$ cat src/rtl/slice_adder_sequencer.sv
// WIDTH-bit add over NSL cycles through one shared SLICE-bit adder; operands in, result out on valid/ready.
// Optional subtract via `SLICE_ADDER_SUB_EN; result valid NSL+1 cycles after accept, held until out_ready.
module slice_adder_sequencer #(
  parameter int WIDTH = 16,
  parameter int SLICE = 4
) (
  input  logic             clk,
  input  logic             rst,
  input  logic             in_valid,
  output logic             in_ready,
  input  logic [WIDTH-1:0] a,
  input  logic [WIDTH-1:0] b,
  input  logic             cin,
  input  logic             sub,
  output logic             out_valid,
  input  logic             out_ready,
  output logic [WIDTH-1:0] sum,
  output logic             cout
);
  localparam int NSL = (SLICE > 0) ? WIDTH / SLICE : 1;
  localparam int IW = (NSL > 1) ? $clog2(NSL) : 1;
  localparam logic [IW-1:0] LAST = IW'(NSL - 1);

  generate
    if (SLICE < 1 || NSL < 1 || (WIDTH % SLICE) != 0) begin : g_bad_params
      $error("slice_adder_sequencer: WIDTH must be a non-zero multiple of SLICE");
    end
  endgenerate

  typedef enum logic [1:0] {IDLE, RUN, DONE} state_t;

  state_t           state;
  logic [WIDTH-1:0] a_q;
  logic [WIDTH-1:0] b_q;
  logic             c_q;
  logic [IW-1:0]    idx;

  // Operand conditioning happens once at accept, so RUN only sees a plain add.
  logic [WIDTH-1:0] b_eff;
  logic             c_init;
`ifdef SLICE_ADDER_SUB_EN
  assign b_eff  = sub ? ~b : b;
  assign c_init = sub | cin;
`else
  logic unused_sub;
  assign unused_sub = sub;
  assign b_eff      = b;
  assign c_init     = cin;
`endif

  logic [SLICE:0] s;
  assign s = {1'b0, a_q[idx*SLICE +: SLICE]} + {1'b0, b_q[idx*SLICE +: SLICE]}
             + {{SLICE{1'b0}}, c_q};

  always_ff @(posedge clk) begin
    if (rst) begin
      state     <= IDLE;
      in_ready  <= 1'b1;
      out_valid <= 1'b0;
      sum       <= '0;
      cout      <= 1'b0;
      idx       <= '0;
      c_q       <= 1'b0;
      a_q       <= '0;
      b_q       <= '0;
    end else begin
      case (state)
        IDLE: begin
          if (in_valid && in_ready) begin
            a_q      <= a;
            b_q      <= b_eff;
            c_q      <= c_init;
            idx      <= '0;
            in_ready <= 1'b0;
            state    <= RUN;
          end
        end
        RUN: begin
          sum[idx*SLICE +: SLICE] <= s[SLICE-1:0];
          c_q <= s[SLICE];
          idx <= idx + 1'b1;
          if (idx == LAST) begin
            cout      <= s[SLICE];
            out_valid <= 1'b1;
            state     <= DONE;
          end
        end
        DONE: begin
          // in_ready stays low through the exit cycle; no accept overlaps a drain.
          if (out_ready) begin
            out_valid <= 1'b0;
            in_ready  <= 1'b1;
            state     <= IDLE;
          end
        end
        default: begin
          state     <= IDLE;
          in_ready  <= 1'b1;
          out_valid <= 1'b0;
        end
      endcase
    end
  end
endmodule

$ cat config.mk
export PLATFORM = sky130hd
export DESIGN_NAME = slice_adder_sequencer
export DESIGN_NICKNAME = d
export VERILOG_FILES = /design/src/rtl/slice_adder_sequencer.sv
export SDC_FILE = /design/constraint.sdc
export NUM_CORES = 1
export LEC_CHECK = 0
export ABC_CLOCK_PERIOD_IN_PS = 6900
export CAP_MARGIN = 20
export CORE_MARGIN = 2
export CORE_UTILIZATION = 40
export DETAILED_ROUTE_END_ITERATION = 8
export PLACE_DENSITY = 0.67
export SLEW_MARGIN = 5
export SYNTH_ARGS = -nofsm -noshare
export SYNTH_HDL_FRONTEND = slang
export SYNTH_SLANG_ARGS = --single-unit
$ cat constraint.sdc
create_clock -name clk -period 6.9 [get_ports clk]
set_clock_uncertainty 0.15 [all_clocks]
set_input_delay 2.07 -clock clk [delete_from_list [all_inputs] [get_ports clk]]
set_output_delay 2.07 -clock clk [all_outputs]
set_load 0.05 [all_outputs]
* Word level (Yosys, flattened, before mapping)
Cells that the tools add are included.
Storage, ports and cells: output and inout bits 19, flip-flop bits (word level) 56
Cells by class: reductions and logical operators 9, add/sub/neg operators 4, equal/unequal tests 6, muxes and demuxes 15, shift-type cells 4, bitwise operators 2
Operators by type and width (number):
- 4-bit negator with 34-bit output | 1
- 4-bit by 34-bit variable shift with 16-bit output (first input constant) | 1
- 4-bit by 34-bit indexed part select with 16-bit output | 1
- 16-bit by 5-bit indexed part select with 4-bit output | 2
- 16-bit bitwise mux | 1
- 3-bit AND reduction | 3
- 2-bit 2-to-1 mux | 4
- 2-bit != test (second input constant) | 3
- 1-bit one-hot mux with 3 select lines | 2
- 2-bit one-hot mux with 3 select lines | 1
- 2-bit AND reduction | 3
- 4-bit by 4-bit adder with 5-bit output | 1
- 5-bit by 1-bit adder with 5-bit output | 1
- 1-bit 2-to-1 mux | 5
- 2-bit == test (second input constant) | 2
- 2-bit one-hot mux with 2 select lines | 1
- 2-bit by 1-bit adder with 2-bit output (second input constant) | 1
- 2-bit by 1-bit == test with 1-bit output (second input constant) | 1
- 2-bit zero test | 1
- 1-bit NOT | 2
- 1-bit one-hot mux with 2 select lines | 1
- 2-bit nonzero test | 1
- 1-bit logical AND | 1

* Logic depth before layout (Yosys ltp)
Gate-level depths: netlist of the first run.
depth in word-level cells 5, mapped depth 8

* Worst setup path after synthesis of the first run
No wires, ideal clock.
path type input -> register, start point input in_valid, end point register c_q, stages on the path 4, setup time 115 ps, data required time 6635 ps, slack 3857 ps, path buffers 0, arrival time 2778 ps, cells stage by stage nor3b_2 > nand2_1 > and3_1 > o21ba_2
Between the ends: word-level cells in the longest chain between the ends 3
Ends and longest elaborated chain:
- start: declaration | RTL line 9 | input logic in_valid,
- 1-bit logical AND | RTL line 69 | if (in_valid && in_ready) begin
- 2-bit != test (no line)
- 2-bit AND reduction (no line)
- end signal: assignment | RTL line 72 | c_q <= c_init;
- end signal: assignment | RTL line 80 | c_q <= s[SLICE];
- end: declaration | RTL line 35 | logic c_q;
Every way passes these cells. A chain may end at the register's enable or synchronous reset.

* Worst setup path after layout of the first run
start point register in_ready, end point output in_ready
RTL lines:
- start: declaration | RTL line 10 | output logic in_ready,
- start signal: assignment | RTL line 58 | in_ready <= 1'b1;
- start signal: assignment | RTL line 74 | in_ready <= 1'b0;
- start signal: assignment | RTL line 92 | in_ready <= 1'b1;
No word-level cell between the ends.

==> results of run 1 <==
==> where the power goes <==
part           total, mW  switching, mW  internal [mW]  leakage [nW]
logic              0.110         0.0562         0.0537         0.668
clock network      0.187         0.0978         0.0896        0.0503
registers          0.351         0.0130          0.339         0.456
==> cells in the mapped netlist <==
cell | instances | area [µm²]
and4bb_1 | 1 | 12.5
a211o_1 | 1 | 8.76
or2_2 | 1 | 6.26
nand4bb_1 | 1 | 11.3
o21bai_1 | 1 | 7.51
a32oi_1 | 2 | 17.5
a21oi_1 | 42 | 210
inv_1 | 3 | 11.3
nor3b_2 | 1 | 12.5
nor2_1 | 20 | 75.1
nor3_1 | 1 | 5.00
nand2_1 | 74 | 278
o21ai_0 | 1 | 5.00
nor4bb_1 | 1 | 10.0
nor4_4 | 1 | 21.3
a22oi_1 | 13 | 97.6
xor2_1 | 1 | 8.76
buf_6 | 3 | 33.8
a21o_1 | 2 | 15.0
buf_2 | 6 | 30.0
clkbuf_1 | 7 | 26.3
nor2b_1 | 1 | 6.26
and3_1 | 2 | 12.5
nand2b_1 | 2 | 12.5
mux4_2 | 8 | 180
a311oi_1 | 1 | 8.76
and3b_1 | 1 | 8.76
nand3_1 | 4 | 20.0
o21ba_2 | 1 | 10.0
dfxtp_1 | 56 | 1120
ha_1 | 9 | 113
fa_1 | 2 | 40.0
==> metal layers <==
metal	track usage [%]	wire length [µm]	vias to the layer above
li1	-	-	1025
met1	20.5	2350	915
met2	27.0	2510	48
met3	3.63	237	4
met4	3.50	14	0
met5	0	0	-
==> logic make-up (layout without fill, tap and decap cells) <==
| kind of cell | Yosys count | in the layout | share of synthesized area, % |
|---|---|---|---|
| AO/OA/AOI/OAI | 64 | 64 | 15.6 |
| XOR/XNOR | 1 | 1 | 0.360 |
| adder cells (fa/ha/maj) | 11 | 11 | 6.27 |
| buffers and inverters | 19 | 67 | 4.16 |
| flip-flops | 56 | 56 | 46.0 |
| multiplexers | 8 | 8 | 7.40 |
| AND/OR/NAND/NOR | 111 | 111 | 20.2 |
==> state kept, by name, indices dropped and copies added, names as in the netlist <==
signal	cells
b_q	16
out_valid	1
a_q	16
sum	16
in_ready	1
idx	2
c_q	1
cout	1
state	2
==> path summary, 6_finish.rpt <==
check,endpoint,from,cells after the start,slack (ns)
min,a_q[8],a_q[8],2,0.31
min reg2reg,a_q[8],a_q[8],2,0.31
max reg2reg,c_q,idx[0],7,3.51
max,in_ready,in_ready,1,3.19
==> area by class of cell <==
type                       count  share of cell area (%)
clock buffer                   7                    3.08
inverter                       3                   0.360
multi-input combinational    195                    39.2
sequential                    56                    35.8
tap                           75                    3.00
timing repair buffer          57                    18.5
==> out/results.ini, run 1 <==
[status]
outcome=completed

[setup_path]
cp_slowest_cell=clkdlybuf4s50_1
path_class=reg2out
required_ns=4.68
max_stage_delay_ns=0.81
crit_chain=clkdlybuf4s50_1
path_max_fanout=4
cp.arrival_ns=1.49
critPathBufInv=1
critPathTopFamily=buffers and inverters
endpoint_kind=output port
critPathLaunchType=register

[die]
die_w_um=82.0
top_level_ports=57
die_h_um=82.0
rows=28
initial_core_util_pct=41.1
dieArea_mm2=0.00673
core-area_mm2=0.00592

[route]
antenna_left=0
vias=1992
drt_iter0_drc=97
dr.pass1.iters=4
viasPerCell=5.07
drc=0
routed_wirelength_mm=5.11
wl_per_cell_um=13.0

[synth]
seq_area_frac_synth_pct=46.0
syn-num-nets=319
yosysWarnings=0
ys_seq_elements=56
netlist_area_mm2=0.00244
synthCells=270
synth_cell_types=32
syn_avg_cell_area_um2=9.02

[power]
power.leakage_nw=1.17
vdd_drop_max_mv=0.108
p_total_uw=649
powerDensity_mw_per_mm2=207

[sta]
drv_slew=0
setup_viol=0
holdWs_ns=0.307
finalCritPeriodShare_pct=53.8
finalHoldViolCount=0
timing.final.crit_period_ns=3.71
rsz0062_at_grt=false
max_freq_mhz=269
tightest_slew_ns=0.990
final_critical_path_setup_slack_ns=3.19
slew-limit-headroom_pct=34.0
finalSetupTns_ns=0

[place]
gp_congestion=0.755
dpl.hpwl_mm=3.62
dp_slack_ns=2.54
portBuffers=55
dpl-instance-area_mm2=0.00301
dpl.cell_count=385

[cts]
clkSinkCount=56
cts_setup_buffers=0
numCtsBuffers=5
clk_latency_ns=0.30
cts_tree=done
path_clk_slew_ns=0.09
root_buffer=clkbuf_8
cts_buffer_depth=2
htreeDepth=2
cts_resized=0
hold_buffers=0

[global_routing]
antenna_found_initial=0
grt_usage_pct=15.8
grt_pass1_vias=1797
grt_pass1_wl_mm=8.28
overflow=0
grt_max_degree=57

[final_layout]
layout.nets=367
finalCoreUtilization_pct=52.9
area_delta_synth_final_pct=28.6
multiInputGateArea_mm2=0.00123
final_common_cell=nand2_1
layout.cells.non_filler=393
seq_area_mm2=0.00112
final_cell_mix=nand2_1 (74), dfxtp_1 (56), clkdlybuf4s50_1 (54)
nFillCells=580
stdcell_area_mm2=0.00313
num_antenna_cells=0
drive_gt1_share_pct=7.23

[job]
maxCapViolations=0

[worst_hold_path]
hold_path_class=reg2reg

(Power assumes the default switching activity.)
==> run 2: changes to the inputs <==
--- a/config.mk
+++ b/config.mk
@@ -5,12 +5,12 @@
 export SDC_FILE = /design/constraint.sdc
 export NUM_CORES = 1
 export LEC_CHECK = 0
-export ABC_CLOCK_PERIOD_IN_PS = 6900
+export ABC_CLOCK_PERIOD_IN_PS = 3400
 export CAP_MARGIN = 20
 export CORE_MARGIN = 2
 export CORE_UTILIZATION = 40
 export DETAILED_ROUTE_END_ITERATION = 8
-export PLACE_DENSITY = 0.67
+export PLACE_DENSITY = 0.7
 export SLEW_MARGIN = 5
 export SYNTH_ARGS = -nofsm -noshare
 export SYNTH_HDL_FRONTEND = slang
==> constraint.sdc (replaced) <==
create_clock -name clk -period 3.4 [get_ports clk]
set_clock_uncertainty 0.15 [all_clocks]
set_input_delay 1.02 -clock clk [delete_from_list [all_inputs] [get_ports clk]]
set_output_delay 1.02 -clock clk [all_outputs]
set_load 0.05 [all_outputs]
==> out/results.ini, run 2 (same netlist as run 1, synthesis figures left out) <==
[sta]
max_freq_mhz=331
slew-limit-headroom_pct=54.1
finalCritPeriodShare_pct=88.7
setup_viol=0
tightest_slew_ns=0.687
finalSetupTns_ns=0
rsz0062_at_grt=false
drv_slew=0
finalHoldViolCount=0
timing.final.crit_period_ns=3.02

[setup_path]
critPathLaunchType=register
cp.arrival_ns=3.08
cp_slowest_cell=dfxtp_1
path_class=reg2reg
endpoint_kind=register
crit_chain=mux4_2 -> fa_1 -> fa_1 -> a21o_1 -> a21oi_1 -> o21ai_0 -> o21ba_2
path_max_fanout=7
required_ns=3.46
worst_path_most_repeated_cell=fa_1
max_stage_delay_ns=0.59

[final_layout]
final_cell_mix=nand2_1 (74), dfxtp_1 (56), clkdlybuf4s50_1 (54)
final_common_cell=nand2_1
drive_gt1_share_pct=8.05
layout.nets=371
largestRegisters=a_q x16, b_q x16, sum x16
nFillCells=559
area_delta_synth_final_pct=28.7
num_antenna_cells=0

[global_routing]
grt_pass1_wl_mm=8.29
overflow=0
grt_usage_pct=15.9
grt_pass1_vias=1865
grt_max_degree=36
antenna_found_initial=0

[cts]
hold_buffers=0
path_clk_slew_ns=0.09
clk_latency_ns=0.31
htreeDepth=2
cts_setup_buffers=0
cts_buffer_depth=2
cts_resized=0
numCtsBuffers=5
cts_tree=done
root_buffer=clkbuf_8
clkSinkCount=56

[route]
drc=0
antenna_left=0
wl_per_cell_um=12.9
vias=2013
dr.pass1.iters=4
routed_wirelength_mm=5.13
drt_iter0_drc=77
viasPerCell=5.06

[place]
gp_congestion=0.761
dpl.hpwl_mm=3.67
portBuffers=55

[die]
dieArea_mm2=0.00673
die_h_um=82.0
initial_core_util_pct=41.1
die_w_um=82.0
rows=28
top_level_ports=57
core-area_mm2=0.00592

[worst_hold_path]
hold_path_class=reg2reg

[job]
maxCapViolations=0

[power]
power_frac_seq_pct=54.1
vdd_drop_max_mv=0.270
p_sw_uw=347
p_sw_share_pct=26.5
p_clk_share_pct=28.6
p_int_uw=962
power.leakage_nw=1.18
powerDensity_mw_per_mm2=417
combPwrFrac_pct=17.3
p_total_mw=1.31

[status]
outcome=completed

==> run 2: critical path, delay by kind of cell (launching register included) <==
family          cells  cell delay (ns)
fa+ha+maj           2             0.87
compound gates      4             0.73
flops               1             0.59
mux                 1             0.58
==> run 2: path summary, 6_finish.rpt <==
check / start / end / slack (ns) / cells past startpoint
setup / recovery: idx[0] / c_q / 0.38 / 7
hold / removal: b_q[9] / b_q[9] / 0.31 / 2
setup reg to reg: idx[0] / c_q / 0.38 / 7
hold reg to reg: b_q[9] / b_q[9] / 0.31 / 2
==> run 2: power by group through the flow <==
stage	Sequential (mW)	Combinational, mW	Clock (mW)
final	0.708	0.226	0.375
after global routing	0.713	0.248	0.408
after CTS	0.709	0.229	0.382
after detailed placement	0.724	0.227	0
after global placement	0.723	0.223	0
after floorplan	0.727	0.142	0
==> run 2: stage by stage <==
stage          area, µm²  worst slack [ns]  utilization, %  hold WS (ns)  instances
2_1_floorplan       2440             0.457               -         0.283        270
4_1_cts             3140             0.344            53.0         0.307        398
3_3_place_gp        3050             0.407            51.4         0.289        390
5_1_grt             3140             0.247            53.0         0.328        398
3_5_place_dp        3050             0.372            51.4         0.293        390
6_report            3140             0.383            53.0         0.307        398
==> run 2: final cells by class <==
class / count / area, µm² / area share, %
Inverter: 3 / 11.3 / 0.359
Timing Repair Buffer: 61 / 591 / 18.8
Tap cell: 75 / 93.8 / 2.99
Clock buffer: 8 / 90.1 / 2.87
Sequential cell: 56 / 1120 / 35.8
Multi-Input combinational cell: 195 / 1230 / 39.2
==> run 2: per-layer routing <==
| layer | track usage (%) | wire [µm] | vias up |
|---|---|---|---|
| met4 | 3.83 | 42 | 0 |
| met1 | 19.5 | 2440 | 932 |
| met3 | 3.74 | 203 | 6 |
| li1 | - | - | 1032 |
| met2 | 27.9 | 2440 | 43 |
| met5 | 0 | 0 | - |
